--- src/rtl/iter_alu_pkg.sv ---
// iter_alu shared types: opcode and FSM state encodings.
// The rotate opcodes are only decoded when ITER_ALU_ROTATE_EN is defined.
package iter_alu_pkg;

    localparam int unsigned OPW = 4;

    typedef enum logic [OPW-1:0] {
        OP_ADD  = 4'd0,
        OP_SUB  = 4'd1,
        OP_AND  = 4'd2,
        OP_OR   = 4'd3,
        OP_XOR  = 4'd4,
        OP_NOR  = 4'd5,
        OP_SHR  = 4'd6,
        OP_XNOR = 4'd7,
        OP_MUL  = 4'd8,
        OP_DIV  = 4'd9,
        OP_ROL  = 4'd10,
        OP_ROR  = 4'd11
    } opcode_e;

    typedef enum logic [1:0] {
        ST_IDLE = 2'd0,
        ST_MUL  = 2'd1,
        ST_DIV  = 2'd2,
        ST_DONE = 2'd3
    } state_e;

endpackage

--- src/rtl/iter_alu_seq_core.sv ---
// Shared iterative datapath: unsigned shift-add multiply and restoring divide.
// {hi,lo} is the product register for MUL and {remainder,quotient} for DIV.
// hi_nxt_o/lo_nxt_o present the value the current step will write, so the
// controller can capture the final result on the last step edge.
module iter_alu_seq_core
    import iter_alu_pkg::*;
#(
    parameter int unsigned WIDTH = 16,
    parameter int unsigned SHW   = $clog2(WIDTH)
) (
    input  logic             clk,
    input  logic             rst_n,
    input  logic             clr_i,
    input  logic             start_mul_i,
    input  logic             start_div_i,
    input  logic             step_i,
    input  logic [WIDTH-1:0] a_i,
    input  logic [WIDTH-1:0] b_i,
    output logic             last_o,
    output logic [WIDTH-1:0] hi_nxt_o,
    output logic [WIDTH-1:0] lo_nxt_o
);

    logic [WIDTH-1:0] hi_q;
    logic [WIDTH-1:0] lo_q;
    logic [WIDTH-1:0] b_q;
    logic [SHW-1:0]   cnt_q;
    logic             div_q;

    logic [WIDTH:0]   sum;
    logic [WIDTH:0]   r_sh;
    logic [WIDTH-1:0] diff;
    logic [WIDTH-1:0] step_hi;
    logic [WIDTH-1:0] step_lo;

    // One iteration of the selected algorithm.
    always_comb begin
        sum     = {1'b0, hi_q} + {1'b0, b_q};
        r_sh    = {hi_q, lo_q[WIDTH-1]};
        diff    = r_sh[WIDTH-1:0] - b_q;
        step_hi = hi_q;
        step_lo = lo_q;
        if (div_q) begin
            if (r_sh >= {1'b0, b_q}) begin
                step_hi = diff;
                step_lo = {lo_q[WIDTH-2:0], 1'b1};
            end else begin
                step_hi = r_sh[WIDTH-1:0];
                step_lo = {lo_q[WIDTH-2:0], 1'b0};
            end
        end else begin
            if (lo_q[0]) begin
                {step_hi, step_lo} = {sum, lo_q[WIDTH-1:1]};
            end else begin
                {step_hi, step_lo} = {1'b0, hi_q, lo_q[WIDTH-1:1]};
            end
        end
    end

    assign last_o   = step_i && (cnt_q == SHW'(WIDTH - 1));
    assign hi_nxt_o = step_hi;
    assign lo_nxt_o = step_lo;

    // Operand load, iteration and counter; clr_i discards partial state.
    always_ff @(posedge clk) begin
        if (!rst_n || clr_i) begin
            hi_q  <= '0;
            lo_q  <= '0;
            b_q   <= '0;
            cnt_q <= '0;
            div_q <= 1'b0;
        end else if (start_mul_i || start_div_i) begin
            hi_q  <= '0;
            lo_q  <= a_i;
            b_q   <= b_i;
            cnt_q <= '0;
            div_q <= start_div_i;
        end else if (step_i) begin
            hi_q  <= step_hi;
            lo_q  <= step_lo;
            cnt_q <= cnt_q + SHW'(1);
        end
    end

endmodule

--- src/rtl/iter_alu.sv ---
// Iterative ALU top: FSM, valid/ready handshake, single-cycle ops and the
// isolation clamp. Define ITER_ALU_ROTATE_EN to add rotate-left/right on
// opcodes 10/11; otherwise those opcodes are reported as illegal.
module iter_alu
    import iter_alu_pkg::*;
#(
    parameter int unsigned WIDTH = 16,
    parameter int unsigned SHW   = $clog2(WIDTH)
) (
    input  logic             clk,
    input  logic             rst_n,
    input  logic             pwr_en,
    input  logic             iso_en,
    input  logic             in_valid,
    output logic             in_ready,
    input  logic [WIDTH-1:0] a,
    input  logic [WIDTH-1:0] b,
    input  logic [OPW-1:0]   opcode,
    output logic             out_valid,
    input  logic             out_ready,
    output logic [WIDTH-1:0] result,
    output logic [WIDTH-1:0] result_ext,
    output logic             err,
    output logic             busy
);

    state_e           state_q;
    logic [WIDTH-1:0] result_q;
    logic [WIDTH-1:0] result_ext_q;
    logic             err_q;

    opcode_e          op;
    logic             accept;
    logic             flush;
    logic [WIDTH-1:0] sc_res;
    logic             sc_illegal;
    logic             core_last;
    logic [WIDTH-1:0] core_hi;
    logic [WIDTH-1:0] core_lo;
    logic             start_mul;
    logic             start_div;
    logic             core_step;

    assign op        = opcode_e'(opcode);
    assign in_ready  = (state_q == ST_IDLE) && pwr_en && !iso_en;
    assign accept    = in_valid && in_ready;
    assign flush     = !pwr_en || iso_en;
    assign start_mul = accept && (op == OP_MUL);
    assign start_div = accept && (op == OP_DIV) && (b != '0);
    assign core_step = (state_q == ST_MUL) || (state_q == ST_DIV);

`ifdef ITER_ALU_ROTATE_EN
    logic [SHW-1:0]   rot_amt;
    logic [WIDTH-1:0] rol_res;
    logic [WIDTH-1:0] ror_res;

    // Rotates; a shift by WIDTH yields zero, covering rot_amt == 0.
    always_comb begin
        rot_amt = b[SHW-1:0];
        rol_res = (a << rot_amt) | (a >> (WIDTH - 32'(rot_amt)));
        ror_res = (a >> rot_amt) | (a << (WIDTH - 32'(rot_amt)));
    end
`endif

    // Single-cycle result and illegal-opcode decode.
    always_comb begin
        sc_res     = '0;
        sc_illegal = 1'b0;
        case (op)
            OP_ADD:  sc_res = a + b;
            OP_SUB:  sc_res = a - b;
            OP_AND:  sc_res = a & b;
            OP_OR:   sc_res = a | b;
            OP_XOR:  sc_res = a ^ b;
            OP_NOR:  sc_res = ~(a | b);
            OP_SHR:  sc_res = a >> b[SHW-1:0];
            OP_XNOR: sc_res = ~(a ^ b);
            OP_MUL:  sc_res = '0;
            OP_DIV:  sc_res = '0;
`ifdef ITER_ALU_ROTATE_EN
            OP_ROL:  sc_res = rol_res;
            OP_ROR:  sc_res = ror_res;
`endif
            default: sc_illegal = 1'b1;
        endcase
    end

    iter_alu_seq_core #(
        .WIDTH (WIDTH),
        .SHW   (SHW)
    ) u_seq_core (
        .clk         (clk),
        .rst_n       (rst_n),
        .clr_i       (flush),
        .start_mul_i (start_mul),
        .start_div_i (start_div),
        .step_i      (core_step),
        .a_i         (a),
        .b_i         (b),
        .last_o      (core_last),
        .hi_nxt_o    (core_hi),
        .lo_nxt_o    (core_lo)
    );

    // Control FSM with registered result, extension and error.
    always_ff @(posedge clk) begin
        if (!rst_n || flush) begin
            state_q      <= ST_IDLE;
            result_q     <= '0;
            result_ext_q <= '0;
            err_q        <= 1'b0;
        end else begin
            case (state_q)
                ST_IDLE: begin
                    if (accept) begin
                        if (op == OP_MUL) begin
                            err_q   <= 1'b0;
                            state_q <= ST_MUL;
                        end else if (op == OP_DIV) begin
                            if (b == '0) begin
                                result_q     <= '1;
                                result_ext_q <= a;
                                err_q        <= 1'b1;
                                state_q      <= ST_DONE;
                            end else begin
                                err_q   <= 1'b0;
                                state_q <= ST_DIV;
                            end
                        end else begin
                            result_q     <= sc_res;
                            result_ext_q <= '0;
                            err_q        <= sc_illegal;
                            state_q      <= ST_DONE;
                        end
                    end
                end
                ST_MUL, ST_DIV: begin
                    if (core_last) begin
                        result_q     <= core_lo;
                        result_ext_q <= core_hi;
                        err_q        <= 1'b0;
                        state_q      <= ST_DONE;
                    end
                end
                ST_DONE: begin
                    if (out_ready) begin
                        state_q <= ST_IDLE;
                    end
                end
                default: state_q <= ST_IDLE;
            endcase
        end
    end

    // Isolation clamps every output low in the same cycle.
    assign out_valid  = !iso_en && (state_q == ST_DONE);
    assign busy       = !iso_en && (state_q != ST_IDLE);
    assign err        = !iso_en && err_q;
    assign result     = iso_en ? '0 : result_q;
    assign result_ext = iso_en ? '0 : result_ext_q;

endmodule

--- config.mk ---
export PLATFORM = sky130hd
export DESIGN_NAME = iter_alu
export DESIGN_NICKNAME = d
export VERILOG_FILES = /design/src/rtl/iter_alu_pkg.sv /design/src/rtl/iter_alu_seq_core.sv /design/src/rtl/iter_alu.sv
export SDC_FILE = /design/constraint.sdc
export NUM_CORES = 1
export LEC_CHECK = 0
export CAP_MARGIN = 20
export CORE_MARGIN = 3
export CORE_UTILIZATION = 55
export DETAILED_ROUTE_END_ITERATION = 8
export PLACE_DENSITY = 0.79
export SLEW_MARGIN = 40
export SYNTH_ARGS = -nofsm -noshare
export SYNTH_HDL_FRONTEND = slang
export SYNTH_HIERARCHICAL = 1
export SYNTH_SLANG_ARGS = --single-unit
--- constraint.sdc ---
create_clock -name clk -period 3.3 [get_ports clk]
set_input_delay 0.33 -clock clk [delete_from_list [all_inputs] [get_ports clk]]
set_output_delay 0.33 -clock clk [all_outputs]
set_load 0.005 [all_outputs]
# == Word level (Yosys, flattened, before mapping) ==
# Cells that the tools add are included.
# W data, S select, Z words.
# word_totals
ff_bits,88
mem_bits_rw,0
mem_count,0
input_bits,42
romBits,0
word_cells,106
latch_bits,0
out_inout_bits,36
# op_classes
n_mul,0
n_bitwise,5
n_lt_le_gt_ge,1
shift,1
n_div,0
n_addsub,5
n_reduce_logical,30
n_mux,37
eq_ne,18
# ops
operator,n
$mux W16,19
$pmux W16 S8,1
$pmux W16 S2,2
$not A16 Y16,2
$sub A16 B16 Y16,2
$add A16 B16 Y17,1
$ge A17 B16 Y1,1
$add A16 B16 Y16,1
$and A16 B16 Y16,1
$eq A4 B3 Y1 const B,4
$logic_not A16 Y1,1
$or A16 B16 Y16,1
$reduce_bool A16 Y1,1
$shr A16 B4 Y16,1
$xor A16 B16 Y16,1
$eq A4 B4 Y1 const B,3
$logic_and A1 B1 Y1,10
$mux W2,5
$eq A4 B2 Y1 const B,2
$mux W1,8
$ne A2 B2 Y1 const B,4
$reduce_or A8 Y1,1
$pmux W2 S3,1
$reduce_and A3 Y1,2
other kinds (13),22

# == Depth between registers and ports, before layout ==
# logic_depth
depth_word,8
ltp_mapped,17
ltp_nobuf,16

# == By module ==
# The synthesis kept the hierarchy.
# by_module_without_submodules
module,cells_each,area_per_inst_um2,n_inst
iter_alu,710,5037.3,1
iter_alu_seq_core,563,4340.4,1

# == Worst setup path after synthesis ==
# Ideal clock, no wire load.
# synth_timing
path_type,input to register
start,in opcode[2]
end,reg result_q[14]
setup_ps,132
cell_stages,14
t_arrival_ps,3341
setup_slack_ps,-173
n_path_buf,3
cell_sequence,buf_2 -> buf_2 -> buf_1 -> nor3_2 -> nor2_1 -> xnor2_1 -> ha_1 -> and2b_1 -> o2111ai_1 -> a32oi_2 -> a221oi_1 -> mux2_2 -> o311ai_1 -> a21oi_1
# synth_between
elab_chain_len,6
word_cells_on_any_way,18
# synth_lines
item,line_no,text
start: declaration,iter_alu.sv:18,"input logic [OPW-1:0] opcode,"
$eq A4 B3 Y1 (tied with other cells),iter_alu.sv:69,case (op)
$pmux W16 S8,iter_alu.sv:69,
$mux W16,iter_alu.sv:119,end else if (op == OP_DIV) begin
$mux W16,iter_alu.sv:116,if (op == OP_MUL) begin
$mux W16,iter_alu.sv:115,if (accept) begin
$pmux W16 S2,iter_alu.sv:113,case (state_q)
end signal: assignment,iter_alu.sv:130,result_q <= sc_res;
end signal: assignment,iter_alu.sv:139,result_q <= core_lo;
end: declaration,iter_alu.sv:28,logic [WIDTH-1:0] result_q;
# Several ways; a longest one is shown, not always the timed one. The select of a mux whose other input is x is not followed.
# A chain may end at the register's enable or synchronous reset.

# == Worst setup path after layout ==
# layout_timing
start,in opcode[1]
end,reg result_q[8]
# Same word-level chain as after synthesis.

==> metrics.txt <==
# TYPE chip_impl_metric gauge
chip_impl_metric{name="fp.dieW",unit="µm"} 136.6
chip_impl_metric{name="r2r_cells",unit=""} 16
chip_impl_metric{name="post_drt_wl_per_cell",unit="µm"} 21.05
chip_impl_metric{name="synthesis.area",unit="mm²"} 0.009378
chip_impl_metric{name="drt.antenna.violating_nets",unit=""} 0
chip_impl_metric{name="routed_via_count",unit=""} 10523
chip_impl_metric{name="hold_violations",unit=""} 0
chip_impl_metric{name="synth-async-reset-ratio",unit=""} 0
chip_impl_metric{name="hold_path_depth",unit=""} 2
chip_impl_metric{name="finalWorstSetupSlack",unit="ns"} 0.08926
chip_impl_info{name="setup.worst_path.class",value="input pin to flip-flop"} 1
chip_impl_info{name="timing.hold.worst.class",value="flip-flop to flip-flop"} 1
chip_impl_metric{name="layout_min_cycle_time",unit="ns"} 3.211
chip_impl_metric{name="setup_tns",unit="ns"} 0
chip_impl_metric{name="regArea",unit="mm²"} 0.001764
chip_impl_metric{name="h_tree_lvls",unit=""} 3
chip_impl_metric{name="final_max_slew_viol_count",unit=""} 0
chip_impl_info{name="cp-start-kind",value="input pin"} 1
chip_impl_metric{name="dieHeight",unit="µm"} 136.6
chip_impl_metric{name="static-leakage-power",unit="µW"} 0.004725
chip_impl_metric{name="detailedRoute.firstIterationViolations",unit=""} 1312
chip_impl_metric{name="grt_max_degree",unit=""} 46
chip_impl_metric{name="vdd.ir_drop.worst",unit="mV"} 0.2634
chip_impl_metric{name="initial_utilization",unit=""} 0.5635
chip_impl_info{name="outcome",value="finished, final reports clean"} 1
chip_impl_metric{name="number_of_sinks_driven_by_the_clock_tree",unit=""} 88
chip_impl_info{name="critical_path.slowest_cell",value="sky130_fd_sc_hd__clkdlybuf4s50_1"} 1
chip_impl_metric{name="cpPeakStageDelay",unit="ns"} 0.42
chip_impl_metric{name="timing.slew.headroom",unit=""} 0.5005
chip_impl_metric{name="globalRouteTotalUtil",unit=""} 0.3580
chip_impl_metric{name="reg_to_reg_setup_timing_slack",unit="ns"} 0.11
chip_impl_metric{name="synth_edf_count",unit=""} 0
chip_impl_metric{name="crit_required",unit="ns"} 3.52
chip_impl_metric{name="vias_per_cell",unit=""} 6.448
chip_impl_metric{name="firstDrtPassIters",unit=""} 7
chip_impl_metric{name="worst_clk_skew",unit="ns"} 0.007957
chip_impl_metric{name="switching_power",unit="µW"} 1011
chip_impl_metric{name="synth_cell_type_count",unit=""} 90
chip_impl_metric{name="insertion_delay",unit="ns"} 0.35
chip_impl_info{name="rsz0062_at_grt",value="true"} 1
chip_impl_metric{name="io_pins",unit=""} 78
chip_impl_metric{name="final.hold.worst_slack",unit="ns"} 0.4455
chip_impl_metric{name="timing_worst_slew_pin_value",unit="ns"} 0.7303
chip_impl_metric{name="finalSetupViolations",unit=""} 0
chip_impl_metric{name="cts-root-to-sink-buffers",unit=""} 2
chip_impl_metric{name="fp.dieArea",unit="mm²"} 0.01865
chip_impl_info{name="yosysMostFrequentCell",value="sky130_fd_sc_hd__nor2_1"} 1
chip_impl_metric{name="grt_antenna_before_repair",unit=""} 1
chip_impl_metric{name="power.share.clock",unit=""} 0.362
chip_impl_info{name="clk_root_buffer_cell",value="sky130_fd_sc_hd__clkbuf_16"} 1
chip_impl_info{name="end_kind",value="flip-flop"} 1
chip_impl_info{name="dominantRegCellSynth",value="sky130_fd_sc_hd__dfxtp_1"} 1
chip_impl_info{name="synth.cells.most_frequent",value="126 x sky130_fd_sc_hd__nor2_1, 124 x sky130_fd_sc_hd__nand2_1, 121 x sky130_fd_sc_hd__a21oi_1"} 1
chip_impl_metric{name="filler_cell_count",unit=""} 1372
chip_impl_metric{name="inserted_diodes",unit=""} 0
chip_impl_metric{name="multi_input_area",unit="mm²"} 0.007066
chip_impl_metric{name="portBuffers",unit=""} 77
chip_impl_info{name="tritoncts",value="yes"} 1
chip_impl_metric{name="power.share.switching",unit=""} 0.3192
chip_impl_metric{name="synth_cells",unit=""} 1273
chip_impl_info{name="synth_top_cells_by_area",value="sky130_fd_sc_hd__dfxtp_1 19%, sky130_fd_sc_hd__ha_1 11%, sky130_fd_sc_hd__a21oi_1 6.5%"} 1
chip_impl_metric{name="place_ws",unit="ns"} -0.3269
chip_impl_metric{name="power-per-cell-area",unit="mW/mm²"} 274.8
chip_impl_metric{name="post_synthesis_sequential_area_ratio",unit=""} 0.1879
chip_impl_metric{name="cts_inserted_buffers",unit=""} 9
chip_impl_metric{name="fin_nets",unit=""} 1536
chip_impl_info{name="synth.largest_area_cell",value="sky130_fd_sc_hd__dfxtp_1"} 1
chip_impl_metric{name="first_global_vias",unit=""} 9634
chip_impl_metric{name="drc",unit=""} 0
chip_impl_metric{name="comb_power_share",unit=""} 0.299
chip_impl_metric{name="fmax",unit="MHz"} 311.5
chip_impl_metric{name="synth_nets",unit=""} 1402
chip_impl_metric{name="detailed_place_hpwl",unit="µm"} 26090
chip_impl_metric{name="ys_seq_elements",unit=""} 88
chip_impl_metric{name="seq_power_share",unit=""} 0.339
chip_impl_metric{name="syn_area_per_cell",unit="µm²"} 7.367
chip_impl_metric{name="synth_largest_type_area_fraction",unit=""} 0.1879
chip_impl_metric{name="coreArea",unit="mm²"} 0.01664
chip_impl_metric{name="critPathMaxFanout",unit=""} 3
chip_impl_info{name="critical_path.cell_chain",value="clkdlybuf4s50_1, nand2b_1, or3_4, nand2_1, o21ai_2, fa_1, and2b_2, o2111ai_2, a32oi_2, buf_4, xnor2_1, nor2_1, a211oi_1, o31ai_1"} 1
chip_impl_metric{name="fin_total_pwr",unit="µW"} 3167
chip_impl_metric{name="period_share",unit=""} 0.9730
chip_impl_metric{name="rows",unit=""} 47
chip_impl_metric{name="power.internal",unit="µW"} 2156
chip_impl_metric{name="routed_wl",unit="µm"} 34360
chip_impl_metric{name="cts.reportedPaths.clkPinSlew",unit="ns"} 0.06
chip_impl_metric{name="cp.arrival",unit="ns"} 3.43
chip_impl_metric{name="count_of_max_cap_constraint_violations",unit=""} 0
chip_impl_metric{name="syn_warnings",unit=""} 6
chip_impl_metric{name="drive_gt1_frac",unit=""} 0.1629
chip_impl_metric{name="grt_first_pass_wirelength",unit="µm"} 52140
chip_impl_metric{name="globalRoute.totalOverflow",unit=""} 0
chip_impl_metric{name="place_congestion",unit=""} 1.083
chip_impl_metric{name="area_delta_synth_final",unit="%"} 22.87
==> layout make-up <==
class | count | area share
repair buffers | 206 | 0.1558
clock inverters | 6 | 0.007818
well taps | 220 | 0.02389
inverters | 78 | 0.02541
multi-input cells | 1024 | 0.6132
clock buffers | 10 | 0.02074
flip-flops and latches | 88 | 0.1531
==> layer usage <==
| layer | part of all wire | routed length, µm | GRT usage | up-vias |
|---|---|---|---|---|
| met3 | 0.11 | 3634 | 0.07794 | 162 |
| met4 | 0.059 | 2026 | 0.1853 | 2 |
| met1 | 0.39 | 13340 | 0.4577 | 4848 |
| met2 | 0.45 | 15350 | 0.5660 | 662 |
| li1 | - | - | - | 4849 |
| met5 | 0.00026 | 9 | 0 | - |
==> critical path, delay by kind of cell <==
family                   cells  cell delay (ns)
AO/OA/AOI/OAI                5             0.96
XOR/XNOR                     1             0.16
adder cells (fa/ha/maj)      1             0.41
buffers and inverters        2             0.60
AND/OR/NAND/NOR              5             0.95
==> sequential cells by signal (all words and copies together), names as in the netlist <==
signal	count
result_q	16
u_seq_core/hi_q	16
u_seq_core/lo_q	16
u_seq_core/cnt_q	4
state_q	2
err_q	1
u_seq_core/b_q	16
result_ext_q	16
u_seq_core/div_q	1
==> logic make-up (layout without fill, tap and decap cells) <==
| group | Yosys count | in the layout | synth area share |
|---|---|---|---|
| adders and majority gates | 87 | 87 | 0.1185 |
| xor gates and xnor gates | 52 | 52 | 0.04857 |
| buffers and inverters | 161 | 300 | 0.07298 |
| muxes | 60 | 60 | 0.06898 |
| DFF | 88 | 88 | 0.1879 |
| and+or+nand+nor | 443 | 443 | 0.2292 |
| AOI/OAI and AO/OA | 382 | 382 | 0.2739 |
==> repair_timing <==
item | 4_1_cts | 5_1_grt
buffers inserted | 0 | 1
resized for setup | 1 | 31
hold buffers | 0 | 0
endpoints found under the setup margin | 1 | 12
pin swaps | 0 | 8
==> cells in the final DEF (no fill, tap or decap), types with 54 or more instances in the layout <==
cell type,instances
sky130_fd_sc_hd__nor2b_1,54
sky130_fd_sc_hd__ha_1,82
sky130_fd_sc_hd__dfxtp_1,86
sky130_fd_sc_hd__nand2_1,122
sky130_fd_sc_hd__o21ai_0,58
sky130_fd_sc_hd__a21oi_1,115
sky130_fd_sc_hd__nor2_1,126
sky130_fd_sc_hd__buf_4,124
sky130_fd_sc_hd__inv_1,76
sky130_fd_sc_hd__clkdlybuf4s50_1,76
==> per-stage QoR <==
step / area, µm² / utilization / cells
floorplan: 9400 / - / 1273
global placement: 11070 / 0.6651 / 1615
detailed placement: 11070 / 0.6654 / 1615
CTS: 11410 / 0.6854 / 1631
global route: 11520 / 0.6924 / 1632
finish: 11520 / 0.6924 / 1632
==> path summary, 6_finish.rpt <==
kind,start,endpoint
worst max-delay path,opcode[1],result_q[8]
worst min-delay path,result_q[1],result_q[1]
worst min register to register,result_q[1],result_q[1]
worst max register to register,u_seq_core/lo_q[15],result_ext_q[14]
==> power by group through the flow <==
| stage | Sequential, µW | Clock (µW) | Combinational [µW] |
|---|---|---|---|
| floorplan | 1100 | 0 | 513 |
| global placement | 1100 | 0 | 885 |
| detailed placement | 1100 | 0 | 897 |
| CTS | 1070 | 1150 | 903 |
| global route | 1070 | 1200 | 1010 |
| finish | 1070 | 1150 | 948 |
No activity file was read; power rests on OpenSTA's default activity.
==> RTL edit, RTL diff (config.mk and constraints unchanged) <==
Remove the case item `OP_SHR` of the case on `op`.
--- a/src/rtl/iter_alu.sv
+++ b/src/rtl/iter_alu.sv
@@ -75,3 +75,2 @@
             OP_NOR:  sc_res = ~(a | b);
-            OP_SHR:  sc_res = a >> b[SHW-1:0];
             OP_XNOR: sc_res = ~(a ^ b);
Formal check against the unedited RTL: not equivalent (a bounded check fails within 4 cycles, from zero or initial values).
==> RTL edit against the unedited design <==
- sequential cell count unchanged
- total power shrank 6.7%
- global-route usage fell by 3.6 points
- cell area down 11%
- synthesized area decreased by 7.3%
- wire length decreased by 16%
- worst setup slack gained 0.055 ns
- critical path type is now reg -> reg
==> RTL edit: results (changes against the unedited design) <==
outcome=finished, final reports clean (unchanged); maximum VDD drop=0.209 mV (was 0.263 mV); register area share after synthesis=20.3% (was 18.8%); post-synthesis async set-or-reset flop share=0% (unchanged); DR WL/cell=19.8 um (was 21.1 um); Lkg Pwr=4.22 nW (was 4.72 nW); # diodes=0 (unchanged); Syn. warnings=6 (unchanged); Crit-path slowest cell=or4_4 (was clkdlybuf4s50_1); Area contributors post-synth=dfxtp_1, ha_1, a21oi_1 (unchanged); Clock Skews=0.00850 ns (was 0.00796 ns); DRT Pass-1 Iters=6 (was 7); reg2reg end=result_ext_q[12] (was result_ext_q[14]); XOR/XNOR share of the synthesized area=4.63% (was 4.86%); Synth Area in Compound Gates=26.1% (was 27.4%); Place WS=-0.123 ns (was -0.327 ns); Hold Slack=0.461 ns (was 0.445 ns); CP Max Fanout=3 (unchanged); Distinct cells, synth=89 (was 90); synth cell count leaders=nor2_1, a21oi_1, nand2_1 (was nor2_1, nand2_1, a21oi_1); worst min-delay path category=reg -> reg (unchanged); worst skew pair latency=0.35 ns (about the same); gpl congestion=1.02 (was 1.08); pin count of the biggest net entering global routing=50 (was 46); Synth Area in Adders=12.8% (was 11.8%); initial antenna violation count=0 (was 1); Final #Nets=1376 (was 1536); Synthesized Nets=1283 (was 1402); Hold Path End=result_q[13] (was result_q[1]); CP startpoint=u_seq_core/b_q[0] (was opcode[1]); Max Root-Sink Buffers=2 (unchanged); port bufs=77 (unchanged); total of max-cap violations=0 (unchanged); Worst Max-Slew Pin Slew=0.667 ns (was 0.730 ns); CP peak stage delay=0.55 ns (was 0.42 ns); layout cells sized above 1=11.1% (was 16.3%); Worst Path Arrival=3.38 ns (was 3.43 ns); clock root buffer=clkbuf_16 (unchanged); worst r2r path cells=13 (was 16); first-pass GRT wire length=45.4 mm (was 52.1 mm); delay-heaviest family, CP=simple AND/OR/NAND/NOR gates (was compound AO/OA/AOI/OAI gates); DR iter-0 viols=1033 (was 1312); DR vias/cell=6.34 (was 6.45); FF-to-FF setup slack=0.14 ns (was 0.11 ns); placed cell areas=9960 um^2 (was 11100 um^2); clk slew on worst S/H paths=0.07 ns; hold path cells=2 (unchanged); post-synthesis mux area share=4.94% (was 6.90%); worst hold start=result_q[13] (was result_q[1]); CTS Buf Count=9 (unchanged); H-tree depth=3 (unchanged); post-DP HPWL=22.1 mm (was 26.1 mm); Total GRT Usage=32.2% (was 35.8%); number of global-route vias before repair=8534 (was 9634)
-- RTL edit: kinds of logic (layout without fill, tap and decap cells) --
family | count (synthesis) | after routing
adders and majority gates | 87 | 87
DFF | 88 | 88
buffers and inverters | 139 | 237
AOI/OAI and AO/OA | 333 | 333
and+or+nand+nor | 420 | 420
xor gates and xnor gates | 46 | 46
muxes | 41 | 41
-- RTL edit: worst max-delay path by stage --
stage | end | slack (ns) | cells after the start
5_1_grt | result_ext_q[11] | 0.01 | 12
3_3_place_gp | result_q[5] | -0.05 | 12
6_report | result_ext_q[12] | 0.14 | 13
3_5_place_dp | result_q[14] | -0.12 | 13
4_1_cts | result_ext_q[12] | 0.13 | 14
2_1_floorplan | result_q[14] | 0.03 | 13
-- RTL edit: metrics by stage --
stage	std cells	util, %	power, mW
finish	1463	67.3	2.95
global route	1463	67.3	3.07
CTS	1463	67.2	2.94
detailed placement	1447	65.1	1.81
global placement	1447	65.1	1.80
floorplan	1154	-	1.52
-- RTL edit: layer usage --
metal	GRT usage (%)	up-vias	part of all wire, %
met5	0	-	0
met4	14.2	0	4.4
met3	6.97	103	10
met2	49.8	519	44
met1	43.2	4312	42
li1	-	4337	-
-- RTL edit: cell type report --
cell class,instances,area [um^2]
Clock buffer,10,239
Clock inverter,6,91.3
Fill cell,1335,5000
Inverter,71,267
Multi-Input combinational cell,927,6360
Sequential cell,88,1760
Tap cell,211,264
Timing Repair Buffer,150,1330
-- RTL edit: where the power goes --
part | leakage (nW) | switching (mW) | internal, mW
combinational | 3.35 | 0.429 | 0.310
clock | 0.163 | 0.453 | 0.688
sequential | 0.710 | 0.00462 | 1.07
total | 4.22 | 0.887 | 2.07
-- RTL edit: worst reg2reg max path, stage by stage, from the launching register on --
cell and delay, ns:
dfxtp_1 0.38, ha_1 0.20, inv_1 0.06, fa_1 0.41, nand3_2 0.11, a21oi_1 0.11, or4_4 0.55, a31o_1 0.23
a21oi_1 0.17, xor2_1 0.18, o21ai_1 0.10, and2_1 0.20, a221oi_2 0.28, nor3_1 0.06
-- RTL edit: repair_timing --
| action | 4_1_cts | 5_1_grt |
|---|---|---|
| endpoints found under the setup margin | 0 | 4 |
| resized for setup | 0 | 4 |
| buffers inserted | 0 | 0 |
